`src/rtl/card_shoe_if.sv`:
```
// Card shoe request/deal bundle between the shoe and its consumer.
// Latency: none (wires only).
// Backpressure: none; the consumer waits for card_valid and ignores busy-time requests.
// Ports: draw_req/shuffle flow from the consumer (master) to the shoe (slave);
//   card, card_valid, busy, cards_left and deck_low flow back.
interface card_shoe_if;
  logic       draw_req;
  logic       shuffle;
  logic [3:0] card;
  logic       card_valid;
  logic       busy;
  logic [5:0] cards_left;
  logic       deck_low;

  modport master (
    output draw_req, shuffle,
    input  card, card_valid, busy, cards_left, deck_low
  );

  modport slave (
    input  draw_req, shuffle,
    output card, card_valid, busy, cards_left, deck_low
  );
endinterface

```
`src/rtl/card_shoe.sv`:
```
// 52-card shoe: deals ranks 1..13 without repetition until reshuffled.
// Latency: 3+k cycles from accepted draw_req to card_valid (k = occupied slots probed), +1 if a shuffle precedes.
// Backpressure: draw_req/shuffle are sampled only in IDLE; busy is high otherwise.
// Ports: clk, resetn (synchronous, active-low); sh (slave) carries draw_req, shuffle,
//   card, card_valid, busy, cards_left, deck_low.
module card_shoe #(
  parameter logic [15:0] LFSR_SEED = 16'hACE1,
  parameter int          LOW_MARK  = 10
) (
  input  logic        clk,
  input  logic        resetn,
  card_shoe_if.slave  sh
);

  typedef enum logic [2:0] {IDLE, SHUF, PICK, PROBE, DEAL} state_t;

  localparam logic [5:0] LOW_MARK_6 = 6'(LOW_MARK);

  state_t      state, state_nxt;
  logic [51:0] used;
  logic [5:0]  idx;
  logic [5:0]  cards_left_q;
  logic [3:0]  card_q;
  logic        card_valid_q;
  logic        pending_draw;
  logic [15:0] lfsr;
  logic        lfsr_fb;
  logic [5:0]  pick_idx;

  // Taps 16,14,13,11; a nonzero seed keeps the register out of the all-zero lockup state.
  assign lfsr_fb  = lfsr[15] ^ lfsr[13] ^ lfsr[12] ^ lfsr[10];
  // Fold 52..63 back onto 0..11 so every sample lands on a real card index.
  assign pick_idx = (lfsr[5:0] >= 6'd52) ? (lfsr[5:0] - 6'd52) : lfsr[5:0];

  function automatic logic [3:0] rank_of(input logic [5:0] i);
    logic [5:0] r;
    if (i >= 6'd39)      r = i - 6'd39;
    else if (i >= 6'd26) r = i - 6'd26;
    else if (i >= 6'd13) r = i - 6'd13;
    else                 r = i;
    return r[3:0] + 4'd1;
  endfunction

  // State register
  always_ff @(posedge clk) begin
    if (!resetn) state <= IDLE;
    else         state <= state_nxt;
  end

  // Next-state logic
  always_comb begin
    state_nxt = state;
    case (state)
      IDLE: begin
        if (sh.shuffle)
          state_nxt = SHUF;
        else if (sh.draw_req)
          state_nxt = (cards_left_q == 6'd0) ? SHUF : PICK;
      end
      SHUF:    state_nxt = pending_draw ? PICK : IDLE;
      PICK:    state_nxt = PROBE;
      PROBE:   if (!used[idx]) state_nxt = DEAL;
      DEAL:    state_nxt = IDLE;
      default: state_nxt = IDLE;
    endcase
  end

  // Datapath
  always_ff @(posedge clk) begin
    if (!resetn) begin
      lfsr         <= LFSR_SEED;
      used         <= '0;
      cards_left_q <= 6'd52;
      card_q       <= 4'd0;
      card_valid_q <= 1'b0;
      pending_draw <= 1'b0;
      idx          <= 6'd0;
    end else begin
      lfsr         <= {lfsr[14:0], lfsr_fb};
      // Strobe lands in the IDLE cycle right after DEAL.
      card_valid_q <= (state == DEAL);
      case (state)
        IDLE: begin
          if (sh.shuffle)
            pending_draw <= sh.draw_req;
          else if (sh.draw_req && cards_left_q == 6'd0)
            pending_draw <= 1'b1;
        end
        SHUF: begin
          used         <= '0;
          cards_left_q <= 6'd52;
          pending_draw <= 1'b0;
        end
        PICK: idx <= pick_idx;
        PROBE: begin
          // Linear probe with wrap; a free slot exists whenever cards_left > 0.
          if (used[idx])
            idx <= (idx == 6'd51) ? 6'd0 : idx + 6'd1;
        end
        DEAL: begin
          used[idx]    <= 1'b1;
          cards_left_q <= cards_left_q - 6'd1;
          card_q       <= rank_of(idx);
        end
        default: ;
      endcase
    end
  end

  // Outputs
  always_comb begin
    sh.busy = (state != IDLE);
  end

  assign sh.card       = card_q;
  assign sh.card_valid = card_valid_q;
  assign sh.cards_left = cards_left_q;
  assign sh.deck_low   = (cards_left_q < LOW_MARK_6);

endmodule

```
`src/flat_wrapper.sv`:
```
// flat-port wrapper written by rule: the top's interface ports become plain ports
module card_shoe_flat 
#(
  parameter logic [15:0] LFSR_SEED = 16'hACE1,
  parameter int          LOW_MARK  = 10
)
  (clk, resetn, sh_draw_req, sh_shuffle, sh_card, sh_card_valid, sh_busy, sh_cards_left, sh_deck_low);
  card_shoe_if sh_i ();
  input  logic clk;
  input  logic resetn;
  input wire logic [$bits(sh_i.draw_req)-1:0] sh_draw_req;
  input wire logic [$bits(sh_i.shuffle)-1:0] sh_shuffle;
  output wire logic [$bits(sh_i.card)-1:0] sh_card;
  output wire logic [$bits(sh_i.card_valid)-1:0] sh_card_valid;
  output wire logic [$bits(sh_i.busy)-1:0] sh_busy;
  output wire logic [$bits(sh_i.cards_left)-1:0] sh_cards_left;
  output wire logic [$bits(sh_i.deck_low)-1:0] sh_deck_low;
  assign sh_i.draw_req = sh_draw_req;
  assign sh_i.shuffle = sh_shuffle;
  assign sh_card = sh_i.card;
  assign sh_card_valid = sh_i.card_valid;
  assign sh_busy = sh_i.busy;
  assign sh_cards_left = sh_i.cards_left;
  assign sh_deck_low = sh_i.deck_low;
  card_shoe #(.LFSR_SEED(LFSR_SEED), .LOW_MARK(LOW_MARK)) u_core (.clk(clk), .resetn(resetn), .sh(sh_i));
endmodule
```
`config.mk`:
```
export PLATFORM = sky130hd
export DESIGN_NAME = card_shoe_flat
export DESIGN_NICKNAME = d
export VERILOG_FILES = /design/src/rtl/card_shoe_if.sv /design/src/rtl/card_shoe.sv /design/src/flat_wrapper.sv
export SDC_FILE = /design/constraint.sdc
export NUM_CORES = 1
export LEC_CHECK = 0
export ABC_AREA = 1
export CAP_MARGIN = 10
export CORE_MARGIN = 1.5
export CORE_UTILIZATION = 30
export CTS_CLUSTER_SIZE = 25
export DETAILED_ROUTE_END_ITERATION = 16
export GPL_ROUTABILITY_DRIVEN = 0
export PLACE_DENSITY = 0.42
export SLEW_MARGIN = 20
export SYNTH_ARGS = -nofsm -noshare
export SYNTH_HDL_FRONTEND = slang
export SYNTH_SLANG_ARGS = --single-unit
```
`constraint.sdc`:
```
create_clock -name clk -period 2.9 [get_ports clk]
set_clock_uncertainty 0.15 [all_clocks]
set_input_delay 0.58 -clock clk [delete_from_list [all_inputs] [get_ports clk]]
set_output_delay 0.58 -clock clk [all_outputs]
set_load 0.01 [all_outputs]
```
==> results.sh, run 1 <==
export IMPL_nNetsFinal=669
export IMPL_power_density_mw_per_mm2=666
export IMPL_synth_nets=651
export IMPL_post_route_period_util_pct=83.4
export IMPL_fp_coreArea_mm2=0.0140
export IMPL_grt_pass1_vias=3758
export IMPL_p_leak_uw=0.00222
export IMPL_setup_viol=0
export IMPL_cts_tree="built"
export IMPL_first_pass_iters=5
export IMPL_critPathTopFamily="buffers and inverters"
export IMPL_synthTopCellsByArea="dfxtp_1 41%, nand2_1 15%, inv_1 8.3%, nor2_1 5.4%, nand3_1 4.7%"
export IMPL_htreeDepth=3
export IMPL_synth_top_flop_cell="dfxtp_1"
export IMPL_drv_slew=0
export IMPL_wirelength_um=11200
export IMPL_drcViolationCount=0
export IMPL_vdd_drop_max_mv=0.357
export IMPL_synth_commonest_cells="170 x nand2_1, 96 x inv_1, 89 x dfxtp_1"
export IMPL_postCtsSetupRepairBufs=0
export IMPL_path_clk_slew_ps=60
export IMPL_placementRows=43
export IMPL_ios=17
export IMPL_p_int_uw=2270
export IMPL_syn_inst=635
export IMPL_antenna_found_initial=0
export IMPL_clock_power_share_pct=37.6
export IMPL_cpPeakStageDelay_ps=500
export IMPL_outcome="complete, no violations"
export IMPL_r2r_end="u_core.sh.card[2]"
export IMPL_cp_depth=14
export IMPL_seq_area_frac_synth_pct=40.8
export IMPL_ant_nets=0
export IMPL_ys_seq_elements=89
export IMPL_hold_viol=0
export IMPL_syn_area_mm2=0.00437
export IMPL_routed_via_density=4.61
export IMPL_cpMostUsedCell="nand2_1"
export IMPL_max_slew_margin_pct=57.9
export IMPL_worst_r2r_path_depth=14
export IMPL_cp_cell_sequence="buf_4, nor2_1, nand2_1, nand3_2, inv_2, nand2_1, nand2_1, nand2_1, nand2_1, inv_2, ha_1, xor2_1, o21ai_1, inv_1"
export IMPL_drive_gt1_share_pct=9.73
export IMPL_crit_path_start="u_core.idx[0]"
export IMPL_diodes=0
export IMPL_grt_usage_pct=16.3
export IMPL_fill_cells=1511
export IMPL_cp_num_buf_inv=4
export IMPL_clock_latency_ps=360
export IMPL_die_area_mm2=0.0153
export IMPL_post_cts_resized=0
export IMPL_crit_arrival_ps=2520
export IMPL_p_sw_share_pct=32.3
export IMPL_p_sw_uw=1080
export IMPL_rsz0062_at_grt="false"
export IMPL_r2r_slack_ps=480
export IMPL_p_comb_share_pct=23.3
export IMPL_crit_type="flip-flop to flip-flop"
export IMPL_dp_hpwl_um=7940
export IMPL_cts_num_sinks=89
export IMPL_synth_top_area_share_pct=40.8
export IMPL_async_flop_share_pct=0
export IMPL_die_w_um=124
export IMPL_portBuffers=16
export IMPL_critPathSlowestCell="dfxtp_1"
export IMPL_post_synth_top_count_cell="nand2_1"
export IMPL_start_util_pct=31.1
export IMPL_grt_max_degree=54
export IMPL_final_min_clock_period_ps=2420
export IMPL_avgSynthCellArea_um2=6.88
export IMPL_fin_tns_setup_ps=0
export IMPL_ctsHoldBuffers=0
export IMPL_worstPathRequired_ps=3000
export IMPL_clockRootBuffer="clkbuf_16"
export IMPL_crit_path_end_kind="flip-flop"
export IMPL_wl_per_cell_um=13.4
export IMPL_endpoint="u_core.sh.card[2]"
export IMPL_drt_iter0_markers=238
export IMPL_grt_pass1_wl_um=19000
export IMPL_min_path_type="flip-flop to flip-flop"
export IMPL_numCtsBuffers=9
export IMPL_cts_buffer_depth=2
export IMPL_r2r_start="u_core.idx[0]"
export IMPL_overflow=0
export IMPL_netlist_cell_type_count=34
export IMPL_drv_cap=0
export IMPL_area_delta_synth_final_pct=15.3
export IMPL_synth_top_cell_by_area="dfxtp_1"
export IMPL_whs_ps=264
export IMPL_vias=3866
export IMPL_power_frac_seq_pct=39.1
export IMPL_fin_util_pct=35.9
export IMPL_crit_fanout=33
export IMPL_die_h_um=124
export IMPL_synth_edf_count=0
export IMPL_worst_pin_slew_ps=630
export IMPL_fmax_mhz=413
export IMPL_ys_warn_count=0
export IMPL_critPathLaunchType="flip-flop"
metal layers:
layer  vias to the layer above  wire [µm]  track usage (%)
met1                      1762       5380             20.4
met3                        17        369             3.75
met2                        66       5240             27.2
li1                       2021          -                -
met5                         -          0                0
met4                         0        213             6.32
cell usage in the layout, fill, tap and decap left out, types with 8 or more instances in the layout:
cell	n
a21oi_1	40
buf_4	8
clkbuf_16	9
clkdlybuf4s50_1	16
clkinv_2	9
dfxtp_1	89
ha_1	12
inv_1	96
inv_2	8
nand2_1	169
nand3_1	41
nor2_1	63
o21ai_0	14
o21ai_1	9
o22ai_1	26
power by group through the flow:
stage | combinational, µW | sequential (µW) | clock [µW]
floorplan | 598 | 1330 | 0
global placement | 791 | 1340 | 0
detailed placement | 788 | 1340 | 0
CTS | 792 | 1310 | 1300
global route | 898 | 1320 | 1350
finish | 782 | 1310 | 1260
cell type report:
cell class	count	area (µm²)	area share, %
timing repair buffer	25	240	4.77
inverter	112	434	8.62
clock buffer	9	225	4.47
clock inverter	7	93.8	1.86
sequential	89	1780	35.4
multi-input combinational	416	2030	40.4
tap	180	225	4.47
flip-flops by register name, summed over array words and instances, names as in the netlist:
register,flops
u_core.pending_draw,1
u_core.state,3
u_core.used,52
u_core.sh.card,4
u_core.idx,6
u_core.sh.cards_left,6
u_core.sh.card_valid,1
u_core.lfsr,16
kinds of logic after synthesis:
| logic type | count (synthesis) | share of synthesized area [%] |
|---|---|---|
| buffers and inverters | 130 | 12.7 |
| AO/OA/AOI/OAI | 97 | 12.5 |
| flip-flops | 89 | 40.8 |
| XOR/XNOR | 8 | 1.60 |
| adder cells (fa/ha/maj) | 12 | 3.44 |
| AND/OR/NAND/NOR | 299 | 29.0 |
how the worst min path moves through the flow:
stage | start | endpoint | depth (start not counted) | slack (ps)
final | u_core.lfsr[14] | u_core.lfsr[15] | 1 | 260
after global routing | u_core.lfsr[14] | u_core.lfsr[15] | 1 | 280
after floorplan | u_core.lfsr[11] | u_core.lfsr[12] | 2 | 240
after detailed placement | u_core.lfsr[9] | u_core.lfsr[10] | 1 | 250
after global placement | u_core.lfsr[14] | u_core.lfsr[15] | 1 | 250
after CTS | u_core.lfsr[14] | u_core.lfsr[15] | 1 | 270
through the flow:
| stage | total power (µW) | worst slack [ps] | std cells | instance area [µm²] |
|---|---|---|---|---|
| 2_1_floorplan | 1930 | 702 | 635 | 4370 |
| 3_3_place_gp | 2130 | 494 | 822 | 4720 |
| 3_5_place_dp | 2130 | 456 | 822 | 4720 |
| 4_1_cts | 3400 | 452 | 838 | 5030 |
| 5_1_grt | 3560 | 173 | 838 | 5030 |
| 6_report | 3350 | 481 | 838 | 5030 |
Note: power is estimated with default switching activity, not from simulation.
==> run 2: changes to the inputs <==
clock period = 2.4 ns   (was 2.9 ns; I/O delays follow)
==> run 2 against run 1 <==
Design area grew 1.4%. Worst hold slack gained 1.4 ps. Total power grew 20%. First-iteration DRC count shrank 24%. Core utilization grew 0.52 points. Sequential power grew 21%. Combinational power grew 29%. Sequential share of layout area shrank 0.45 points. Cell count grew 1.3%. Wire length grew 2.1%. Clock power grew 14%. Critical path depth shrank 10. Largest cell class unchanged.
==> results.sh, run 2 (synthesis gave the netlist of run 1 again) <==
export IMPL_outcome="complete, no violations"
export IMPL_max_slew_margin_pct=56.3
export IMPL_post_route_period_util_pct=93.8
export IMPL_hold_viol=0
export IMPL_grt_usage_pct=16.1
export IMPL_drive_gt1_share_pct=11.5
export IMPL_wl_per_cell_um=13.5
export IMPL_first_pass_iters=5
export IMPL_dp_hpwl_um=8360
export IMPL_diodes=0
export IMPL_critPathTopFamily="buffers and inverters"
export IMPL_cp_cell_sequence="nor2_1, nor2_1, nor3_1, clkdlybuf4s50_1"
export IMPL_cpMostUsedCell="nor2_1"
export IMPL_drt_iter0_markers=182
export IMPL_nNetsFinal=680
export IMPL_min_path_type="flip-flop to flip-flop"
export IMPL_final_cell_mix="169 x nand2_1, 96 x inv_1, 87 x dfxtp_1"
export IMPL_setup_viol=0
export IMPL_path_clk_slew_ps=70
export IMPL_rsz0062_at_grt="false"
export IMPL_worstHoldStart="u_core.lfsr[7]"
export IMPL_power_density_mw_per_mm2=789
export IMPL_crit_path_start="u_core.sh.cards_left[2]"
export IMPL_worst_pin_slew_ps=653
export IMPL_grt_max_degree=54
export IMPL_critPathLaunchType="flip-flop"
export IMPL_grt_pass1_wl_um=18700
export IMPL_numCtsBuffers=9
export IMPL_start_util_pct=31.1
export IMPL_cts_num_sinks=89
export IMPL_crit_path_end_kind="primary output"
export IMPL_die_w_um=124
export IMPL_worstPathRequired_ps=1770
export IMPL_p_leak_uw=0.00226
export IMPL_worst_r2r_path_depth=14
export IMPL_critPathSlowestCell="clkdlybuf4s50_1"
export IMPL_drcViolationCount=0
export IMPL_finalNonFillerCells=849
export IMPL_crit_arrival_ps=1620
export IMPL_layout_commonest_cell="nand2_1"
export IMPL_routed_via_density=4.56
export IMPL_cts_tree="built"
export IMPL_fp_coreArea_mm2=0.0140
export IMPL_clock_latency_ps=340
export IMPL_clockRootBuffer="clkbuf_16"
export IMPL_largest_reg_flops=52
export IMPL_antenna_found_initial=0
export IMPL_crit_fanout=4
export IMPL_final_min_clock_period_ps=2250
export IMPL_fmax_mhz=444
export IMPL_reg_top3="u_core.used: 52 flops, u_core.lfsr: 16 flops"
export IMPL_r2r_end="u_core.sh.card[3]"
export IMPL_vias=3870
export IMPL_r2r_slack_ps=210
export IMPL_drv_slew=0
export IMPL_wirelength_um=11400
export IMPL_die_area_mm2=0.0153
export IMPL_ios=17
export IMPL_min_delay_path_depth=2
export IMPL_overflow=0
export IMPL_crit_type="flip-flop to primary output"
export IMPL_die_h_um=124
export IMPL_vdd_drop_max_mv=0.301
export IMPL_portBuffers=16
export IMPL_placementRows=43
export IMPL_grt_pass1_vias=3754
export IMPL_min_delay_worst_endpoint="u_core.lfsr[8]"
export IMPL_dp_cells=833
export IMPL_postCtsSetupRepairBufs=0
export IMPL_area_delta_synth_final_pct=17.0
export IMPL_ant_nets=0
export IMPL_cp_num_buf_inv=1
export IMPL_fin_tns_setup_ps=0
export IMPL_cpPeakStageDelay_ps=560
export IMPL_cts_buffer_depth=2
export IMPL_top_register="u_core.used"
export IMPL_r2r_start="u_core.idx[1]"
export IMPL_drv_cap=0
export IMPL_ctsHoldBuffers=0
export IMPL_htreeDepth=3
[run 2: cell count changes in the layout (fill, tap and decap cells not counted), moves of 2 or more]
cell,previous run,this run
dfxtp_1,89,87
clkinv_2,9,7
dfxtp_2,0,2
buf_4,8,19
[run 2: routing by layer]
metal | wire [µm] | GRT usage (%) | vias up
li1 | - | - | 2039
met1 | 5730 | 21.0 | 1778
met2 | 5320 | 26.1 | 46
met3 | 276 | 3.62 | 7
met4 | 109 | 5.39 | 0
met5 | 0 | 0 | -
[run 2: worst reg2reg max path, delay by kind of cell, from the launching register on]
| kind | cells | cell delay [ps] |
|---|---|---|
| flip-flops | 1 | 410 |
| XOR/XNOR | 1 | 220 |
| buffers and inverters | 3 | 350 |
| AO/OA/AOI/OAI | 1 | 90 |
| AND/OR/NAND/NOR | 8 | 640 |
| adder cells (fa/ha/maj) | 1 | 240 |
[run 2: worst max-delay path by stage]
stage,to,slack (ps),cells past startpoint
2_1_floorplan,u_core.sh.card[2],200,17
3_3_place_gp,u_core.sh.card[2],140,16
3_5_place_dp,u_core.sh.card[2],80,14
4_1_cts,u_core.sh.card[2],70,14
5_1_grt,u_core.sh.card[2],7,14
6_report,sh_deck_low,150,4
[run 2: stage by stage]
stage / utilization [%] / setup WS, ps / total power [µW] / instance area [µm²] / hold WS, ps
6_report: 36.4 / 149 / 4030 / 5110 / 266
5_1_grt: 36.4 / 7.06 / 4280 / 5110 / 278
4_1_cts: 36.3 / 67.0 / 4090 / 5100 / 269
3_5_place_dp: 34.2 / 82.0 / 2630 / 4800 / 250
3_3_place_gp: 34.2 / 144 / 2630 / 4800 / 247
2_1_floorplan: - / 202 / 2330 / 4370 / 240
[run 2: where the power goes]
part | internal [µW] | switching (µW)
logic | 344 | 662
registers | 1530 | 55.6
clock network | 816 | 622
total | 2690 | 1340
[run 2: final cells by class]
class                           instances  area, µm²
Clock buffer                            9        225
Fill cell                            1529       8930
Inverter                              112        437
Sequential cell                        89       1780
Tap cell                              180        225
Timing Repair Buffer                   36        323
Clock inverter                          7       78.8
Multi-Input combinational cell        416       2030
[run 2: what timing repair did]
item,in CTS,in global routing
hold endpoints to repair,0,0
endpoints found under the setup margin,0,7
resized for setup,0,3
